**config.mk**
```make
export PLATFORM = sky130hd
export DESIGN_NAME = alu_sequencer_flat
export DESIGN_NICKNAME = d
export VERILOG_FILES = /design/src/rtl/alu_sequencer_pkg.sv /design/src/rtl/alu_sequencer_if.sv /design/src/rtl/alu_sequencer_alu_core.sv /design/src/rtl/alu_sequencer.sv /design/src/flat_wrapper.sv
export SDC_FILE = /design/constraint.sdc
export NUM_CORES = 1
export LEC_CHECK = 0
export BUFFER_PORTS_ARGS = -buffer_cell sky130_fd_sc_hd__buf_2
export CORE_UTILIZATION = 45
export CTS_CLUSTER_DIAMETER = 30
export CTS_CLUSTER_SIZE = 25
export DETAILED_ROUTE_END_ITERATION = 10
export GPL_ROUTABILITY_DRIVEN = 0
export PLACE_DENSITY = 0.67
export SYNTH_ARGS = -nofsm -noshare
export SYNTH_HDL_FRONTEND = slang
export SYNTH_SLANG_ARGS = --single-unit
export TNS_END_PERCENT = 20
```
**constraint.sdc**
```tcl
create_clock -name clk -period 7.9 [get_ports clk]
set_input_delay 0.79 -clock clk [delete_from_list [all_inputs] [get_ports clk]]
set_output_delay 0.79 -clock clk [all_outputs]
set_load 0.005 [all_outputs]
```
**src/rtl/alu_sequencer_pkg.sv**
```systemverilog
// Shared definitions for the ALU sequencer: default width, ALU op codes and FSM states.
package alu_sequencer_pkg;

    localparam int N_DEF = 4;

    localparam logic [2:0] OP_AND  = 3'b000;
    localparam logic [2:0] OP_OR   = 3'b001;
    localparam logic [2:0] OP_ADD  = 3'b010;
    localparam logic [2:0] OP_SUB  = 3'b011;
    localparam logic [2:0] OP_XOR  = 3'b100;
    localparam logic [2:0] OP_NOTA = 3'b101;
    localparam logic [2:0] OP_NOTB = 3'b110;
    localparam logic [2:0] OP_ZERO = 3'b111;

    typedef enum logic [1:0] {
        ST_IDLE = 2'd0,
        ST_EXEC = 2'd1,
        ST_RESP = 2'd2
    } state_e;

endpackage

```
**src/rtl/alu_sequencer_if.sv**
```systemverilog
// Command, result and debug-read bundle between a host controller (master) and the sequencer (slave).
interface alu_sequencer_if #(parameter int N = 4);

    logic         cmd_valid;
    logic         cmd_ready;
    logic         cmd_load;
    logic [2:0]   cmd_op;
    logic [1:0]   cmd_dst;
    logic [1:0]   cmd_src_a;
    logic [1:0]   cmd_src_b;
    logic [N-1:0] cmd_imm;
    logic         res_valid;
    logic         res_ready;
    logic [N-1:0] res_data;
    logic [1:0]   res_dst;
    logic         res_zero;
    logic [1:0]   dbg_idx;
    logic [N-1:0] dbg_data;

    modport master (
        output cmd_valid, cmd_load, cmd_op, cmd_dst, cmd_src_a, cmd_src_b, cmd_imm,
        output res_ready, dbg_idx,
        input  cmd_ready, res_valid, res_data, res_dst, res_zero, dbg_data
    );

    modport slave (
        input  cmd_valid, cmd_load, cmd_op, cmd_dst, cmd_src_a, cmd_src_b, cmd_imm,
        input  res_ready, dbg_idx,
        output cmd_ready, res_valid, res_data, res_dst, res_zero, dbg_data
    );

endinterface

```
**src/rtl/alu_sequencer_alu_core.sv**
```systemverilog
// Purely combinational 3-bit-opcode ALU; add/sub wrap modulo 2^N with carry/borrow dropped.
module alu_core
    import alu_sequencer_pkg::*;
#(
    parameter int N = N_DEF
) (
    input  logic [N-1:0] a_i,
    input  logic [N-1:0] b_i,
    input  logic [2:0]   s_i,
    output logic [N-1:0] f_o
);

    always_comb begin
        f_o = '0;
        case (s_i)
            OP_AND:  f_o = a_i & b_i;
            OP_OR:   f_o = a_i | b_i;
            OP_ADD:  f_o = a_i + b_i;
            OP_SUB:  f_o = a_i - b_i;
            OP_XOR:  f_o = a_i ^ b_i;
            OP_NOTA: f_o = ~a_i;
            OP_NOTB: f_o = ~b_i;
            OP_ZERO: f_o = '0;
            default: f_o = '0;
        endcase
    end

endmodule

```
**src/rtl/alu_sequencer.sv**
```systemverilog
// Command-driven front end for the ALU: 4-entry register file, IDLE/EXEC/RESP sequencing,
// result returned over a valid/ready port that holds steady until consumed.
module alu_sequencer
    import alu_sequencer_pkg::*;
#(
    parameter int N = N_DEF
) (
    input  logic           clk,
    input  logic           rst_n,
    alu_sequencer_if.slave bus
);

    state_e       state_q, state_d;
    logic         ready_q, ready_d;
    logic [2:0]   op_q;
    logic [1:0]   dst_q, src_a_q, src_b_q;
    logic [N-1:0] rf_q [4];
    logic [N-1:0] res_data_q;
    logic [1:0]   res_dst_q;

    logic         accept;
    logic         wr_en;
    logic [1:0]   wr_idx;
    logic [N-1:0] wr_data;
    logic [N-1:0] alu_f;

    assign accept = bus.cmd_valid & ready_q;

    alu_core #(.N(N)) u_alu_core (
        .a_i (rf_q[src_a_q]),
        .b_i (rf_q[src_b_q]),
        .s_i (op_q),
        .f_o (alu_f)
    );

    // ready is its own flop so it stays low for every cycle rst_n is held low
    always_ff @(posedge clk) begin
        if (!rst_n) begin
            state_q <= ST_IDLE;
            ready_q <= 1'b0;
        end else begin
            state_q <= state_d;
            ready_q <= ready_d;
        end
    end

    always_comb begin
        state_d = state_q;
        case (state_q)
            ST_IDLE: if (accept) state_d = bus.cmd_load ? ST_RESP : ST_EXEC;
            ST_EXEC: state_d = ST_RESP;
            ST_RESP: if (bus.res_ready) state_d = ST_IDLE;
            default: state_d = ST_IDLE;
        endcase
        ready_d = (state_d == ST_IDLE);
    end

    always_comb begin
        bus.cmd_ready = ready_q;
        bus.res_valid = (state_q == ST_RESP);
        bus.res_data  = res_data_q;
        bus.res_dst   = res_dst_q;
        bus.res_zero  = (res_data_q == '0);
        bus.dbg_data  = rf_q[bus.dbg_idx];
    end

    // One write port: loads write at the accept edge, ALU ops at the end of EXEC
    always_comb begin
        wr_en   = 1'b0;
        wr_idx  = dst_q;
        wr_data = alu_f;
        if (state_q == ST_EXEC) begin
            wr_en = 1'b1;
        end else if (accept && bus.cmd_load) begin
            wr_en   = 1'b1;
            wr_idx  = bus.cmd_dst;
            wr_data = bus.cmd_imm;
        end
    end

    generate
        for (genvar gi = 0; gi < 4; gi++) begin : g_rf
            always_ff @(posedge clk) begin
                if (!rst_n) begin
                    rf_q[gi] <= '0;
                end else if (wr_en && (wr_idx == 2'(gi))) begin
                    rf_q[gi] <= wr_data;
                end
            end
        end
    endgenerate

    always_ff @(posedge clk) begin
        if (!rst_n) begin
            op_q       <= OP_AND;
            dst_q      <= '0;
            src_a_q    <= '0;
            src_b_q    <= '0;
            res_data_q <= '0;
            res_dst_q  <= '0;
        end else begin
            if (accept) begin
                op_q    <= bus.cmd_op;
                dst_q   <= bus.cmd_dst;
                src_a_q <= bus.cmd_src_a;
                src_b_q <= bus.cmd_src_b;
            end
            if (wr_en) begin
                res_data_q <= wr_data;
                res_dst_q  <= wr_idx;
            end
        end
    end

endmodule

```
**src/flat_wrapper.sv**
```systemverilog
// flat-port wrapper written by rule: the top's interface ports become plain ports
module alu_sequencer_flat import alu_sequencer_pkg::*;
#(
    parameter int N = N_DEF
)
  (clk, rst_n, bus_cmd_valid, bus_cmd_load, bus_cmd_op, bus_cmd_dst, bus_cmd_src_a, bus_cmd_src_b, bus_cmd_imm, bus_res_ready, bus_dbg_idx, bus_cmd_ready, bus_res_valid, bus_res_data, bus_res_dst, bus_res_zero, bus_dbg_data);
  alu_sequencer_if #(.N(N)) bus_i ();
  input  logic clk;
  input  logic rst_n;
  input wire logic [$bits(bus_i.cmd_valid)-1:0] bus_cmd_valid;
  input wire logic [$bits(bus_i.cmd_load)-1:0] bus_cmd_load;
  input wire logic [$bits(bus_i.cmd_op)-1:0] bus_cmd_op;
  input wire logic [$bits(bus_i.cmd_dst)-1:0] bus_cmd_dst;
  input wire logic [$bits(bus_i.cmd_src_a)-1:0] bus_cmd_src_a;
  input wire logic [$bits(bus_i.cmd_src_b)-1:0] bus_cmd_src_b;
  input wire logic [$bits(bus_i.cmd_imm)-1:0] bus_cmd_imm;
  input wire logic [$bits(bus_i.res_ready)-1:0] bus_res_ready;
  input wire logic [$bits(bus_i.dbg_idx)-1:0] bus_dbg_idx;
  output wire logic [$bits(bus_i.cmd_ready)-1:0] bus_cmd_ready;
  output wire logic [$bits(bus_i.res_valid)-1:0] bus_res_valid;
  output wire logic [$bits(bus_i.res_data)-1:0] bus_res_data;
  output wire logic [$bits(bus_i.res_dst)-1:0] bus_res_dst;
  output wire logic [$bits(bus_i.res_zero)-1:0] bus_res_zero;
  output wire logic [$bits(bus_i.dbg_data)-1:0] bus_dbg_data;
  assign bus_i.cmd_valid = bus_cmd_valid;
  assign bus_i.cmd_load = bus_cmd_load;
  assign bus_i.cmd_op = bus_cmd_op;
  assign bus_i.cmd_dst = bus_cmd_dst;
  assign bus_i.cmd_src_a = bus_cmd_src_a;
  assign bus_i.cmd_src_b = bus_cmd_src_b;
  assign bus_i.cmd_imm = bus_cmd_imm;
  assign bus_i.res_ready = bus_res_ready;
  assign bus_i.dbg_idx = bus_dbg_idx;
  assign bus_cmd_ready = bus_i.cmd_ready;
  assign bus_res_valid = bus_i.res_valid;
  assign bus_res_data = bus_i.res_data;
  assign bus_res_dst = bus_i.res_dst;
  assign bus_res_zero = bus_i.res_zero;
  assign bus_dbg_data = bus_i.dbg_data;
  alu_sequencer #(.N(N)) u_core (.clk(clk), .rst_n(rst_n), .bus(bus_i));
endmodule
```
==> run metrics, run 1 <==
pin count of the biggest net entering global routing=27; Wirelength per Cell=14.6 µm; r2r setup slk=4.57 ns; number of buffers created by CTS=5; critical path data required time=7.91 ns; Remaining Overflow, GRT=0; max frequency=301 MHz; async set or reset register ratio after synthesis=0; die area=5300 µm²; setup_tns=0 ns; final worst-path cycle share=0.421; # setup viols final=0; clock sink count=38; CTS resizes=0; Post-DRT Antenna Nets=0; drt total wl=4.76 mm; initial antenna violation count=0; 1st-iter DRT viols=96; clk slew on worst S/H paths=0.08 ns; Hold Crit Class=flip-flop to flip-flop; Worst Tran Pin Value=0.819 ns; clk_lat worst skew=0.29 ns; vias in the first global route=1664; vias per inst=5.49; # diodes=0; clk buf depth=2; Area contributors post-synth=edfxtp_1 21%, dfxtp_1 20%, mux4_2 8.0%; first-pass GRT wire length=8.05 mm; Hold Slack=0.469 ns; via count=1784; GR Util All Layers=0.202; cells after synthesis=225; status=finished clean; static leakage=1.04 nW; post-synth top area cell=edfxtp_1; DRC viols=0; Area Growth Syn to Fin=15.5%; top cell type's share of synthesized area=0.213; Post-CTS Setup Inserts=0; Max Cap Viol=0; syn_nets=258; max-slew violation count=0; die width=72.8 µm; # IOs=33; hpwl dp=3.73 mm; Post-synth top cells=31 x nand2_1, 22 x dfxtp_1, 22 x nor2_1, 20 x o21ai_0, 16 x edfxtp_1; Synth Warn #=0; worst rel slew slack=0.454; unrepaired setup endpoints after global routing=false; # hold bufs at CTS=0; Crit. End Element=flip-flop; die span in y=72.8 µm; layout cells sized above 1=0.233; Max VDD drop=0.190 mV; Power Dens Cells=197 nW/µm²; Final Skew=0.00623 ns; number of flops mapped to enable cells by yosys=16; CP Launch Type=flip-flop; row count=25; Arrival @ worst endpoint=3.33 ns; top-count cell post-synth=nand2_1; Synth Register Bits=38; htree depth=2; synthesized area per cell=10.0 µm²; CTS tree=done; minimum clock period=3.33 ns; Most used DFF post-synth=dfxtp_1; DRT Pass-1 Iters=4; Unique masters post-synth=42; nets=290; mapped cell area=2260 µm²; sequential fraction of the synthesis area=0.408; critical path class=flip-flop to flip-flop; Final Hold Fails=0; CTS Root Cell=clkbuf_8; Core Box Area=4790 µm²; Max FO, Critical Path=5; Port Buffers=32; fillers=441; initial core utilization=0.471
[worst max-delay path, stage by stage, from the launching register on]
cell and delay, ns:
dfxtp_1 0.51, mux4_2 0.61, inv_1 0.13, ha_1 0.23, nand2_1 0.05, o21ai_0 0.13
inv_1 0.09, ha_1 0.22, a21o_2 0.19, a21oi_1 0.15, xnor3_1 0.25, mux2i_2 0.35
a21oi_1 0.12
[path summary, 6_finish.rpt]
| path | cells past startpoint | to | startpoint |
|---|---|---|---|
| setup / recovery | 12 | u_core.rf_q[3][3]$_SDFFCE_PN0P_ | flip-flop |
| hold / removal | 2 | u_core.dst_q[0]$_SDFFE_PN0P_ | u_core.dst_q[0]$_SDFFE_PN0P_ |
| setup reg to reg | 12 | u_core.rf_q[3][3]$_SDFFCE_PN0P_ | flip-flop |
| hold reg to reg | 2 | u_core.dst_q[0]$_SDFFE_PN0P_ | u_core.dst_q[0]$_SDFFE_PN0P_ |
[metrics by stage]
step	utilization	total power, W	cells	instance area [µm²]	worst slack [ns]
floorplan	-	0.000306	225	2260	4.86
global placement	0.517	0.000336	317	2470	4.63
detailed placement	0.517	0.000338	317	2470	4.58
CTS	0.545	0.000515	325	2610	4.55
global route	0.545	0.000539	325	2610	4.36
finish	0.545	0.000512	325	2610	4.57
[cells in the final DEF (no fill, tap or decap), drive strengths merged, types with 4 or more instances in the layout]
master and count:
buf 33, nand2 31, nor2 22, dfxtp 22, o21ai 21, edfxtp 16
a21oi 14, ha 12, inv 11, mux4 11, a21boi 10, clkbuf 8
nor3 6, nand3 5, nor2b 4, o22ai 4, mux2i 4
[kinds of logic after synthesis]
group / after synthesis / share of synthesized area
xor gates and xnor gates: 3 / 0.0177
muxes: 17 / 0.146
AOI/OAI and AO/OA: 58 / 0.164
adders and majority gates: 13 / 0.0754
buffers and inverters: 19 / 0.0333
DFF: 38 / 0.408
and+or+nand+nor: 77 / 0.156
[layer usage]
layer	vias up	GRT usage	share of wire
li1	885	-	-
met1	854	0.265	0.45
met5	-	0	0
met4	0	0.0741	0.018
met3	9	0.0414	0.040
met2	36	0.332	0.50
[cell type report]
class	count	area (µm²)	area share
multi-input cells	168	1260	0.483
flip-flops and latches	38	921	0.353
repair buffers	33	168	0.0643
clock buffers	8	133	0.0509
well taps	67	83.8	0.0322
inverters	11	41.3	0.0158
[report_power, final]
part | total, W | internal, W | switching, W
logic | 0.000108 | 0.0000506 | 0.0000570
registers | 0.000226 | 0.000215 | 0.0000106
clock network | 0.000179 | 0.000109 | 0.0000697
total | 0.000512 | 0.000375 | 0.000137
(Power assumes the default switching activity.)
==> run 2, diff against run 1 <==
==> constraint.sdc (replaced) <==
create_clock -name clk -period 3.1 [get_ports clk]
set_input_delay 0.31 -clock clk [delete_from_list [all_inputs] [get_ports clk]]
set_output_delay 0.31 -clock clk [all_outputs]
set_load 0.005 [all_outputs]
==> run 2 against run 1 <==
Fmax rose by 14%. Final cell count up 3.1%. Routed wire length shrank 0.86%. Sequential cell count unchanged. Largest power group unchanged. Setup slack got worse by 4.4 ns. Register-to-register slack lost 4.4 ns. Combinational power grew to 2.8 times the previous value. Sequential share of layout area down 0.34 points.
==> run metrics, run 2 (synthesized netlist as in run 1, its figures left out) <==
max-slew violation count=0 (unchanged); Power Dens Cells=451 nW/µm² (was 197 nW/µm²); critical path's top delay family=multiplexers (unchanged); static leakage=1.06 nW (was 1.04 nW); total power after layout=0.00119 W (was 0.000512 W); clk slew on worst S/H paths=0.07 ns (was 0.08 ns); via count=1787 (was 1784); Post-DRT Antenna Nets=0 (unchanged); Wirelength per Cell=14.1 µm (was 14.6 µm); vias in the first global route=1573 (was 1664); Max FO, Critical Path=5 (unchanged); r2r setup slk=0.18 ns (was 4.57 ns); unrepaired setup endpoints after global routing=false (unchanged); layout cells sized above 1=0.261 (was 0.233); R2R depth=12 (unchanged); Reg power frac=0.476 (was 0.441); Max VDD drop=0.301 mV (was 0.190 mV); Crit. End Element=flip-flop (unchanged); most frequent cells in the layout=32 x buf_2, 31 x nand2_1, 22 x nor2_1 (was 32 x buf_2, 31 x nand2_1, 22 x nor2_1, 22 x dfxtp_1, 20 x o21ai_0); hpwl dp=3.70 mm (was 3.73 mm); r2r startpoint=u_core.rf_q[2][1]$_SDFFCE_PN0P_; CTS tree=done (unchanged); minimum clock period=2.92 ns (was 3.33 ns); commonest non-fill, non-tap cell in the layout=buf_2 (unchanged); clock sink count=38 (unchanged); # IOs=33 (unchanged); CP max stage cell=mux4_2 (unchanged); first-pass GRT wire length=7.66 mm (was 8.05 mm); Remaining Overflow, GRT=0 (unchanged); # diodes=0 (unchanged); # setup viols final=0 (unchanged); clk_lat worst skew=0.28 ns (was 0.29 ns); initial core utilization=0.471 (unchanged); Worst Tran Pin Value=0.675 ns (was 0.819 ns); Logic pwr share=0.256 (was 0.210); CP Launch Type=flip-flop (unchanged); Final Core Density=0.552 (was 0.545); die area=5300 µm² (unchanged); r2r endpoint=u_core.rf_q[3][3]$_SDFFCE_PN0P_ (unchanged); critical path, cell by cell=mux4_2 > inv_1 > ha_1 > nand2_1 > o21ai_1 > inv_1 > ha_1 > a21o_2 > a21oi_1 > xnor3_1 > mux2i_4 > a21oi_1 (was mux4_2 > inv_1 > ha_1 > nand2_1 > o21ai_0 > inv_1 > ha_1 > a21o_2 > a21oi_1 > xnor3_1 > mux2i_2 > a21oi_1); Sw Share=0.287 (was 0.268); Port Buffers=32 (unchanged); final cell count without fillers=335 (was 325); critical path class=flip-flop to flip-flop (unchanged); Hold Crit Class=input pin to flip-flop (was flip-flop to flip-flop); max frequency=342 MHz (was 301 MHz); DRT Pass-1 Iters=4 (unchanged); Final Hold Fails=0 (unchanged); Area Growth Syn to Fin=17.1% (was 15.5%); critical path data required time=3.13 ns (was 7.91 ns); CP endpoint=u_core.rf_q[3][3]$_SDFFCE_PN0P_ (unchanged); GR Util All Layers=0.193 (was 0.202); number of buffers created by CTS=5 (unchanged); die span in y=72.8 µm (unchanged); pin count of the biggest net entering global routing=27 (unchanged); clk buf depth=2 (unchanged); die width=72.8 µm (unchanged); hold path start=bus_cmd_op[2] (was u_core.dst_q[0]$_SDFFE_PN0P_); initial antenna violation count=0 (unchanged); Post-CTS Setup Inserts=0 (unchanged); status=finished clean (unchanged); Crit path depth=12 (unchanged); 1st-iter DRT viols=113 (was 96); final worst-path cycle share=0.942 (was 0.421); htree depth=2 (unchanged); Buf/Inv on CP=2 (unchanged); Arrival @ worst endpoint=2.95 ns (was 3.33 ns); worst rel slew slack=0.545 (was 0.454); Clock power frac=0.268 (was 0.349); CP peak stage delay=0.49 ns (was 0.61 ns); nets=300 (was 290); Placed Cells=327 (was 317); NetSw=0.000342 W (was 0.000137 W); Max Cap Viol=0 (unchanged); CTS Root Cell=clkbuf_8 (unchanged); Core Box Area=4790 µm² (unchanged); setup_tns=0 ns (unchanged); Final Skew=0.00289 ns (was 0.00623 ns); DRC viols=0 (unchanged); Crit. Startpoint=u_core.rf_q[2][1]$_SDFFCE_PN0P_; cell internal pwr=0.000850 W (was 0.000375 W); drt total wl=4.72 mm (was 4.76 mm); vias per inst=5.33 (was 5.49); row count=25 (unchanged)
## run 2: worst min-delay path by stage
stage / end / slack [ns] / depth (start not counted)
floorplan: u_core.dst_q[0]$_SDFFE_PN0P_ / 0.44 / 2
global placement: u_core.dst_q[0]$_SDFFE_PN0P_ / 0.46 / 2
detailed placement: u_core.dst_q[0]$_SDFFE_PN0P_ / 0.46 / 2
CTS: u_core.op_q[2]$_SDFFE_PN0P_ / 0.27 / 3
global route: u_core.op_q[1]$_SDFFE_PN0P_ / 0.30 / 3
finish: u_core.op_q[2]$_SDFFE_PN0P_ / 0.28 / 3
## run 2: timing repair
item | in CTS | in global routing
hold buffers | 0 | 0
setup endpoints to repair | 2 | 15
gates resized for setup | 1 | 4
## run 2: final cells by class
class	count	area [µm²]
Clock buffer	6	72.6
Clock inverter	2	8.76
Fill cell	413	2140
Inverter	11	41.3
Multi-Input combinational cell	168	1270
Sequential cell	38	925
Tap cell	67	83.8
Timing Repair Buffer	43	243
## run 2: worst register-to-register path: stages (launching register included)
cell and delay (ns):
edfxtp_1 0.42, mux4_2 0.49, inv_1 0.09, ha_1 0.24, nand2_1 0.07, o21ai_1 0.10
inv_1 0.07, ha_1 0.22, a21o_2 0.18, a21oi_1 0.15, xnor3_1 0.28, mux2i_4 0.25
a21oi_1 0.11
## run 2: through the flow
step,worst slack (ns),hold slack (ns),cell area (µm²)
floorplan,0.0636,0.443,2260
global placement,0.0686,0.457,2550
detailed placement,0.00139,0.463,2550
CTS,0.0551,0.272,2640
global route,0.0226,0.297,2640
finish,0.180,0.278,2640
## run 2: power groups by stage
stage / Clock, W / Sequential, W / Combinational, W
CTS: 0.000321 / 0.000569 / 0.000305
detailed placement: 0 / 0.000580 / 0.000296
finish: 0.000319 / 0.000568 / 0.000305
floorplan: 0 / 0.000576 / 0.000205
global route: 0.000345 / 0.000571 / 0.000338
global placement: 0 / 0.000579 / 0.000293
## run 2: metal layers
metal / vias to the layer above / GRT usage / wire, µm
li1: 901 / - / -
met1: 836 / 0.252 / 2130
met2: 46 / 0.324 / 2360
met5: - / 0 / 0
met3: 4 / 0.0290 / 179
met4: 0 / 0.0741 / 53
